`src/rtl/dso_pkg.sv`:
```
// Shared oscilloscope capture types: FSM encoding, bus widths, default frame/timing constants.
// Latency: n/a (declarations only).
// Backpressure: n/a.
package dso_pkg;

    typedef enum logic [1:0] {
        ST_IDLE    = 2'd0,
        ST_ARMED   = 2'd1,
        ST_CAPTURE = 2'd2,
        ST_HOLDOFF = 2'd3
    } state_t;

    localparam int SAMPLE_W = 12;
    localparam int ADDR_W   = 10;
    localparam int DECIM_W  = 3;
    localparam int DCNT_W   = 7;

    localparam int DEF_N_SAMPLES    = 640;
    localparam int DEF_HOLDOFF      = 65536;
    localparam int DEF_AUTO_TIMEOUT = 1048576;

    // Terminal count of the decimation counter: 2^decim - 1.
    function automatic logic [DCNT_W-1:0] decim_mask(input logic [DECIM_W-1:0] d);
        logic [DCNT_W:0] one_hot;
        one_hot = (DCNT_W+1)'(1) << d;
        return DCNT_W'(one_hot - (DCNT_W+1)'(1));
    endfunction

endpackage

```
`src/rtl/trig_detect.sv`:
```
// Edge trigger: holds the previous valid sample and compares it with the current one against the level.
// Latency: trig is combinational on the strobe cycle; prev updates on each valid strobe.
// Backpressure: none; every sample_valid strobe is consumed.
module trig_detect
    import dso_pkg::*;
(
    input  logic                CLOCK,
    input  logic                RESET_N,
    input  logic [SAMPLE_W-1:0] sample,
    input  logic                sample_valid,
    input  logic [SAMPLE_W-1:0] trig_level,
    input  logic                trig_falling,
    output logic                trig
);

    logic [SAMPLE_W-1:0] prev;
    logic                rise_hit;
    logic                fall_hit;

    // Track the last valid sample in every FSM state so the first armed strobe already has history.
    always_ff @(posedge CLOCK or negedge RESET_N) begin
        if (!RESET_N) begin
            prev <= '0;
        end else if (sample_valid) begin
            prev <= sample;
        end
    end

    // Threshold crossing in the selected direction, qualified by the strobe.
    always_comb begin
        rise_hit = (prev < trig_level) && (sample >= trig_level);
        fall_hit = (prev > trig_level) && (sample <= trig_level);
        trig     = sample_valid && (trig_falling ? fall_hit : rise_hit);
    end

endmodule

```
`src/rtl/trigger_capture.sv`:
```
// Triggered frame capture: arms, waits for an edge (or timeout), writes N_SAMPLES decimated samples, holds off.
// Latency: write strobe/address/data are registered on the same edge that samples sample_valid.
// Backpressure: none; the frame RAM is assumed to accept one write per cycle.
module trigger_capture
    import dso_pkg::*;
#(
    parameter int N_SAMPLES    = DEF_N_SAMPLES,
    parameter int HOLDOFF      = DEF_HOLDOFF,
    parameter int AUTO_TIMEOUT = DEF_AUTO_TIMEOUT
) (
    input  logic                CLOCK,
    input  logic                RESET_N,
    input  logic [SAMPLE_W-1:0] sample,
    input  logic                sample_valid,
    input  logic [SAMPLE_W-1:0] trig_level,
    input  logic                trig_falling,
    input  logic [DECIM_W-1:0]  decim,
    input  logic                single,
    input  logic                arm,
    output logic                wr_en,
    output logic [ADDR_W-1:0]   wr_addr,
    output logic [SAMPLE_W-1:0] wr_data,
    output logic                frame_done,
    output logic                triggered,
    output logic                auto_trig
);

    localparam int AQ_W   = ADDR_W + 1;
    localparam int TMO_W  = $clog2(AUTO_TIMEOUT + 1);
    localparam int HOLD_W = $clog2(HOLDOFF + 1);

    localparam logic [AQ_W-1:0]   FRAME_END = AQ_W'(N_SAMPLES);
    localparam logic [TMO_W-1:0]  TMO_LAST  = TMO_W'(AUTO_TIMEOUT - 1);
    localparam logic [HOLD_W-1:0] HOLD_LAST = HOLD_W'(HOLDOFF - 1);

    state_t              state;
    logic                trig;
    logic                force_q;   // timeout expired: next strobe starts the frame
    logic [AQ_W-1:0]     addr_q;    // address of the next write; one wider to hold the end count
    logic [DCNT_W-1:0]   dec_cnt;
    logic [TMO_W-1:0]    tmo_cnt;
    logic [HOLD_W-1:0]   hold_cnt;

    trig_detect u_trig_detect (
        .CLOCK        (CLOCK),
        .RESET_N      (RESET_N),
        .sample       (sample),
        .sample_valid (sample_valid),
        .trig_level   (trig_level),
        .trig_falling (trig_falling),
        .trig         (trig)
    );

    // Capture FSM with registered RAM write port and status flags.
    always_ff @(posedge CLOCK or negedge RESET_N) begin
        if (!RESET_N) begin
            state      <= ST_IDLE;
            wr_en      <= 1'b0;
            wr_addr    <= '0;
            wr_data    <= '0;
            frame_done <= 1'b0;
            triggered  <= 1'b0;
            auto_trig  <= 1'b0;
            force_q    <= 1'b0;
            addr_q     <= '0;
            dec_cnt    <= '0;
            tmo_cnt    <= '0;
            hold_cnt   <= '0;
        end else begin
            wr_en      <= 1'b0;
            frame_done <= 1'b0;
            case (state)
                ST_IDLE: begin
                    // Continuous mode re-arms by itself; single-shot waits for a pulse.
                    if (arm || !single) begin
                        state   <= ST_ARMED;
                        tmo_cnt <= '0;
                        force_q <= 1'b0;
                    end
                end
                ST_ARMED: begin
                    if (sample_valid && (trig || force_q)) begin
                        // The triggering sample itself is the first column of the frame.
                        state     <= ST_CAPTURE;
                        wr_en     <= 1'b1;
                        wr_addr   <= '0;
                        wr_data   <= sample;
                        addr_q    <= AQ_W'(1);
                        dec_cnt   <= '0;
                        triggered <= 1'b1;
                        auto_trig <= !trig;
                    end else if (tmo_cnt == TMO_LAST) begin
                        force_q <= 1'b1;
                    end else begin
                        tmo_cnt <= tmo_cnt + TMO_W'(1);
                    end
                end
                ST_CAPTURE: begin
                    if (addr_q == FRAME_END) begin
                        // Cycle after the last write: close the frame.
                        state      <= ST_HOLDOFF;
                        frame_done <= 1'b1;
                        triggered  <= 1'b0;
                        wr_addr    <= '0;
                        addr_q     <= '0;
                        hold_cnt   <= '0;
                    end else if (sample_valid) begin
                        // >= so a mid-frame drop in decim takes effect on this strobe.
                        if (dec_cnt >= decim_mask(decim)) begin
                            dec_cnt <= '0;
                            wr_en   <= 1'b1;
                            wr_addr <= addr_q[ADDR_W-1:0];
                            wr_data <= sample;
                            addr_q  <= addr_q + AQ_W'(1);
                        end else begin
                            dec_cnt <= dec_cnt + DCNT_W'(1);
                        end
                    end
                end
                ST_HOLDOFF: begin
                    if (hold_cnt == HOLD_LAST) begin
                        state   <= single ? ST_IDLE : ST_ARMED;
                        tmo_cnt <= '0;
                        force_q <= 1'b0;
                    end else begin
                        hold_cnt <= hold_cnt + HOLD_W'(1);
                    end
                end
                default: state <= ST_IDLE;
            endcase
        end
    end

endmodule

```
`config.mk`:
```
export PLATFORM = sky130hd
export DESIGN_NAME = trigger_capture
export DESIGN_NICKNAME = d
export VERILOG_FILES = /design/src/rtl/dso_pkg.sv /design/src/rtl/trig_detect.sv /design/src/rtl/trigger_capture.sv
export SDC_FILE = /design/constraint.sdc
export NUM_CORES = 1
export LEC_CHECK = 0
export BUFFER_PORTS_ARGS = -buffer_cell sky130_fd_sc_hd__buf_4
export CAP_MARGIN = 40
export CELL_PAD_IN_SITES_DETAIL_PLACEMENT = 0
export CELL_PAD_IN_SITES_GLOBAL_PLACEMENT = 1
export CORE_ASPECT_RATIO = 0.7
export CORE_MARGIN = 2
export CORE_UTILIZATION = 42
export DETAILED_ROUTE_END_ITERATION = 8
export HOLD_SLACK_MARGIN = 0.08
export PLACE_DENSITY_LB_ADDON = 0.1
export SYNTH_ARGS = -nofsm -noshare
export SYNTH_HDL_FRONTEND = slang
export SYNTH_SLANG_ARGS = --single-unit
```
`constraint.sdc`:
```
create_clock -name CLOCK -period 2.8 [get_ports CLOCK]
set_clock_uncertainty 0.15 [all_clocks]
set_input_delay 0.14 -clock CLOCK [delete_from_list [all_inputs] [get_ports CLOCK]]
set_output_delay 0.14 -clock CLOCK [all_outputs]
set_load 0.05 [all_outputs]
```
==> impl_metrics.env <==
export IMPL_timing_rr_start="u_trig_detect.prev[10]"
export IMPL_ys_async_sr_fraction=1.000
export IMPL_synth_edff_count=0
export IMPL_hold_violations=0
export IMPL_netlist_top_cells_area="dfrtp_1 40%, ha_1 8.9%, mux2_2 4.5%"
export IMPL_fmax_mhz=345.0
export IMPL_synth_distinct_cells=63
export IMPL_grt_usage=0.2136
export IMPL_clk_pin_slew_ns=0.07
export IMPL_worst_r2r_endpoint="wr_addr[5]"
export IMPL_instances_no_fill=983
export IMPL_ir_worst_vdd_v=0.0006287
export IMPL_status="complete, but fails checks"
export IMPL_synth_cells=638
export IMPL_cts_tree="built"
export IMPL_rows=36
export IMPL_first_iter_violations=322
export IMPL_crit_chain="ha_4 > nand4_1 > or3_4 > a21oi_4 > nor3_4 > xnor2_4 > o211ai_4 > buf_6 > a21oi_4 > clkbuf_16 > mux2i_1"
export IMPL_antenna_found_initial=0
export IMPL_clock_latency_ns=0.35
export IMPL_yosysTopAreaCell="dfrtp_1"
export IMPL_start_kind="flop"
export IMPL_overflow=0
export IMPL_fin_nets=864
export IMPL_io_buffers=58
export IMPL_drive_gt1_frac=0.3720
export IMPL_power_leakage_uw=0.003754
export IMPL_insertedDiodeCount=0
export IMPL_synth_seq_cells=97
export IMPL_arrival_ns=3.02
export IMPL_hold_path_class="input pin to async pin"
export IMPL_place_area_mm2=0.007224
export IMPL_design_core_area_mm2=0.01396
export IMPL_critPathMaxFanout=6
export IMPL_dp_cells=937
export IMPL_cts_buffer_depth=2
export IMPL_place_hpwl_um=11230
export IMPL_cpMostUsedCell="a21oi_4"
export IMPL_reg2reg_slack_ns=-0.1
export IMPL_io_pins=59
export IMPL_dr_pass1_iters=5
export IMPL_area_delta_synth_final_pct=44.45
export IMPL_rsz0062_at_grt="yes"
export IMPL_die_x_um=147.3
export IMPL_grt_pass1_vias=5395
export IMPL_worst_ep_required_time_ns=2.92
export IMPL_hold_slack_ns=0.1620
export IMPL_routabilityCongestion=0.8426
export IMPL_final_area_mm2=0.008722
export IMPL_reg2reg_depth=11
export IMPL_drt_wl_total_um=16400
export IMPL_crit_path_end_kind="flop"
export IMPL_finalMaxSlewViolations=0
export IMPL_grt_max_degree=44
export IMPL_initial_core_util=0.4324
export IMPL_cts_sinks=97
export IMPL_cts_buffers=9
export IMPL_path_buf_inv=2
export IMPL_die_y_um=104.3
export IMPL_detail_route_wl_per_cell_um=16.69
export IMPL_slowest_delay_ns=0.42
export IMPL_period_needed_ns=2.899
export IMPL_syn_cell_area_mm2=0.006038
export IMPL_tightest_slew_ns=0.6785
export IMPL_syn_nets=714
export IMPL_relSlewSlack=0.5472
export IMPL_viasPerCell=5.532
export IMPL_dieArea_mm2=0.01537
export IMPL_synth_warnings=0
export IMPL_yosys_area_top_type_share=0.4020
export IMPL_finalCritPeriodShare=1.035
export IMPL_cp_top_family="simple AND/OR/NAND/NOR gates"
export IMPL_yosysSeqAreaShare=0.4020
export IMPL_final_setup_worst_slack_ns=-0.09878
export IMPL_setup_violations=34
export IMPL_ant_nets=0
export IMPL_grt_pass1_wl_um=26760
export IMPL_failed_checks="setup timing"
export IMPL_cpMaxStageDelayCell="dfrtp_1"
export IMPL_path_class="flop to flop"
export IMPL_drv_cap=0
export IMPL_p_per_area_mw_per_mm2=846.0
export IMPL_htreeDepth=3
export IMPL_root_buffer="clkbuf_16"
export IMPL_power_total_uw=7379
export IMPL_synth_main_ff_cell="dfrtp_1"
export IMPL_drc=0
export IMPL_fin_tns_setup_ns=-1.889
export IMPL_vias=5438
export IMPL_syn_area_per_cell_um2=9.464
## metal layers
layer	part of all wire	wire, um	track usage
met2	0.47	7656	0.3374
met3	0.036	583	0.03947
met5	0	0	0
met1	0.49	8036	0.3024
met4	0.0077	126	0.05563
## state kept, by name, indices dropped and copies added (netlist names)
register,flops
tmo_cnt,21
hold_cnt,17
u_trig_detect.prev,12
state,2
force_q,1
auto_trig,1
dec_cnt,7
wr_addr,10
wr_data,12
triggered,1
addr_q,11
wr_en,1
frame_done,1
## layout make-up
class,count,area [um2]
Clock inverter,5,41.29
Timing Repair Buffer,162,1405
Inverter,47,176.4
Clock buffer,11,242.7
Fill cell,1141,5241
Multi-Input combinational cell,471,4192
Tap cell,190,237.7
Sequential cell,97,2427
## worst max path at each step
stage	start	end	slack (ns)	depth (start not counted)
after floorplan	decim[2]	dec_cnt[5]	-0.16	12
after global placement	decim[2]	wr_addr[4]	-0.38	13
after detailed placement	u_trig_detect.prev[10]	wr_addr[7]	-0.47	9
after CTS	u_trig_detect.prev[1]	dec_cnt[6]	-0.07	10
after global routing	u_trig_detect.prev[1]	dec_cnt[6]	-0.19	10
final	u_trig_detect.prev[10]	wr_addr[5]	-0.1	11
## cell usage after synthesis (all sizes together) (6+ instances only)
master	n
a211oi	12
a21oi	30
and3	16
buf	7
clkbuf	16
dfrtp	97
ha	43
inv	47
mux2	24
mux2i	14
nand2	52
nand2b	12
nand3	27
nand4	10
nor2	49
nor2b	9
nor3	11
o211ai	11
o21ai	38
o22ai	6
o31ai	28
or3	6
xor2	11
## power by group
| group | switching (uW) | total (uW) | leakage [uW] | internal [uW] |
|---|---|---|---|---|
| Clock | 567 | 1200 | 0.000132 | 632 |
| Combinational | 2500 | 4290 | 0.00235 | 1800 |
| Sequential | 213 | 1890 | 0.00127 | 1670 |
| Total | 3280 | 7380 | 0.00375 | 4100 |
## kinds of logic (layout without fill, tap and decap cells)
group | count (synthesis) | count (layout) | synth area share
buf+inv | 70 | 225 | 0.04724
mux | 38 | 38 | 0.06796
xor+xnor | 16 | 16 | 0.02632
simple gates | 209 | 209 | 0.1765
fa+ha+maj | 43 | 43 | 0.08910
flops | 97 | 97 | 0.4020
compound gates | 165 | 165 | 0.1908
## stage by stage
stage	worst slack (ns)	util
2_1_floorplan	-0.1577	-
3_3_place_gp	-0.3759	0.5174
3_5_place_dp	-0.4715	0.5174
4_1_cts	-0.06988	0.5738
5_1_grt	-0.1865	0.6246
6_report	-0.09878	0.6246
## placed cells by master, fill, tap and decap left out, types with 6 or more instances in the layout
| cell type | count |
|---|---|
| clkbuf_16 | 10 |
| a21oi_1 | 21 |
| o211ai_1 | 9 |
| mux2_2 | 11 |
| xor2_1 | 10 |
| buf_6 | 17 |
| dlygate4sd3_1 | 14 |
| nand3_1 | 25 |
| ha_1 | 37 |
| mux2i_1 | 13 |
| buf_4 | 123 |
| o31ai_2 | 7 |
| o31ai_1 | 6 |
| nor2b_1 | 8 |
| and3_1 | 11 |
| nor2_1 | 44 |
| nand2b_1 | 10 |
| o31ai_4 | 15 |
| inv_1 | 47 |
| mux2_4 | 13 |
| o21ai_0 | 20 |
| dfrtp_1 | 97 |
| ha_4 | 6 |
| a21oi_2 | 6 |
| o21ai_1 | 13 |
| nand2_1 | 47 |
| nand4_1 | 10 |
## timing repair
| action | 4_1_cts | 5_1_grt |
|---|---|---|
| endpoints found under the hold margin | 65 | 0 |
| endpoints found under the setup margin | 72 | 73 |
| gates resized for setup | 60 | 121 |
| hold buffers | 14 | 0 |
| cloned | 0 | 1 |
| pin swaps | 16 | 44 |
| setup buffers | 6 | 9 |
No activity file was read; power rests on OpenSTA's default activity.
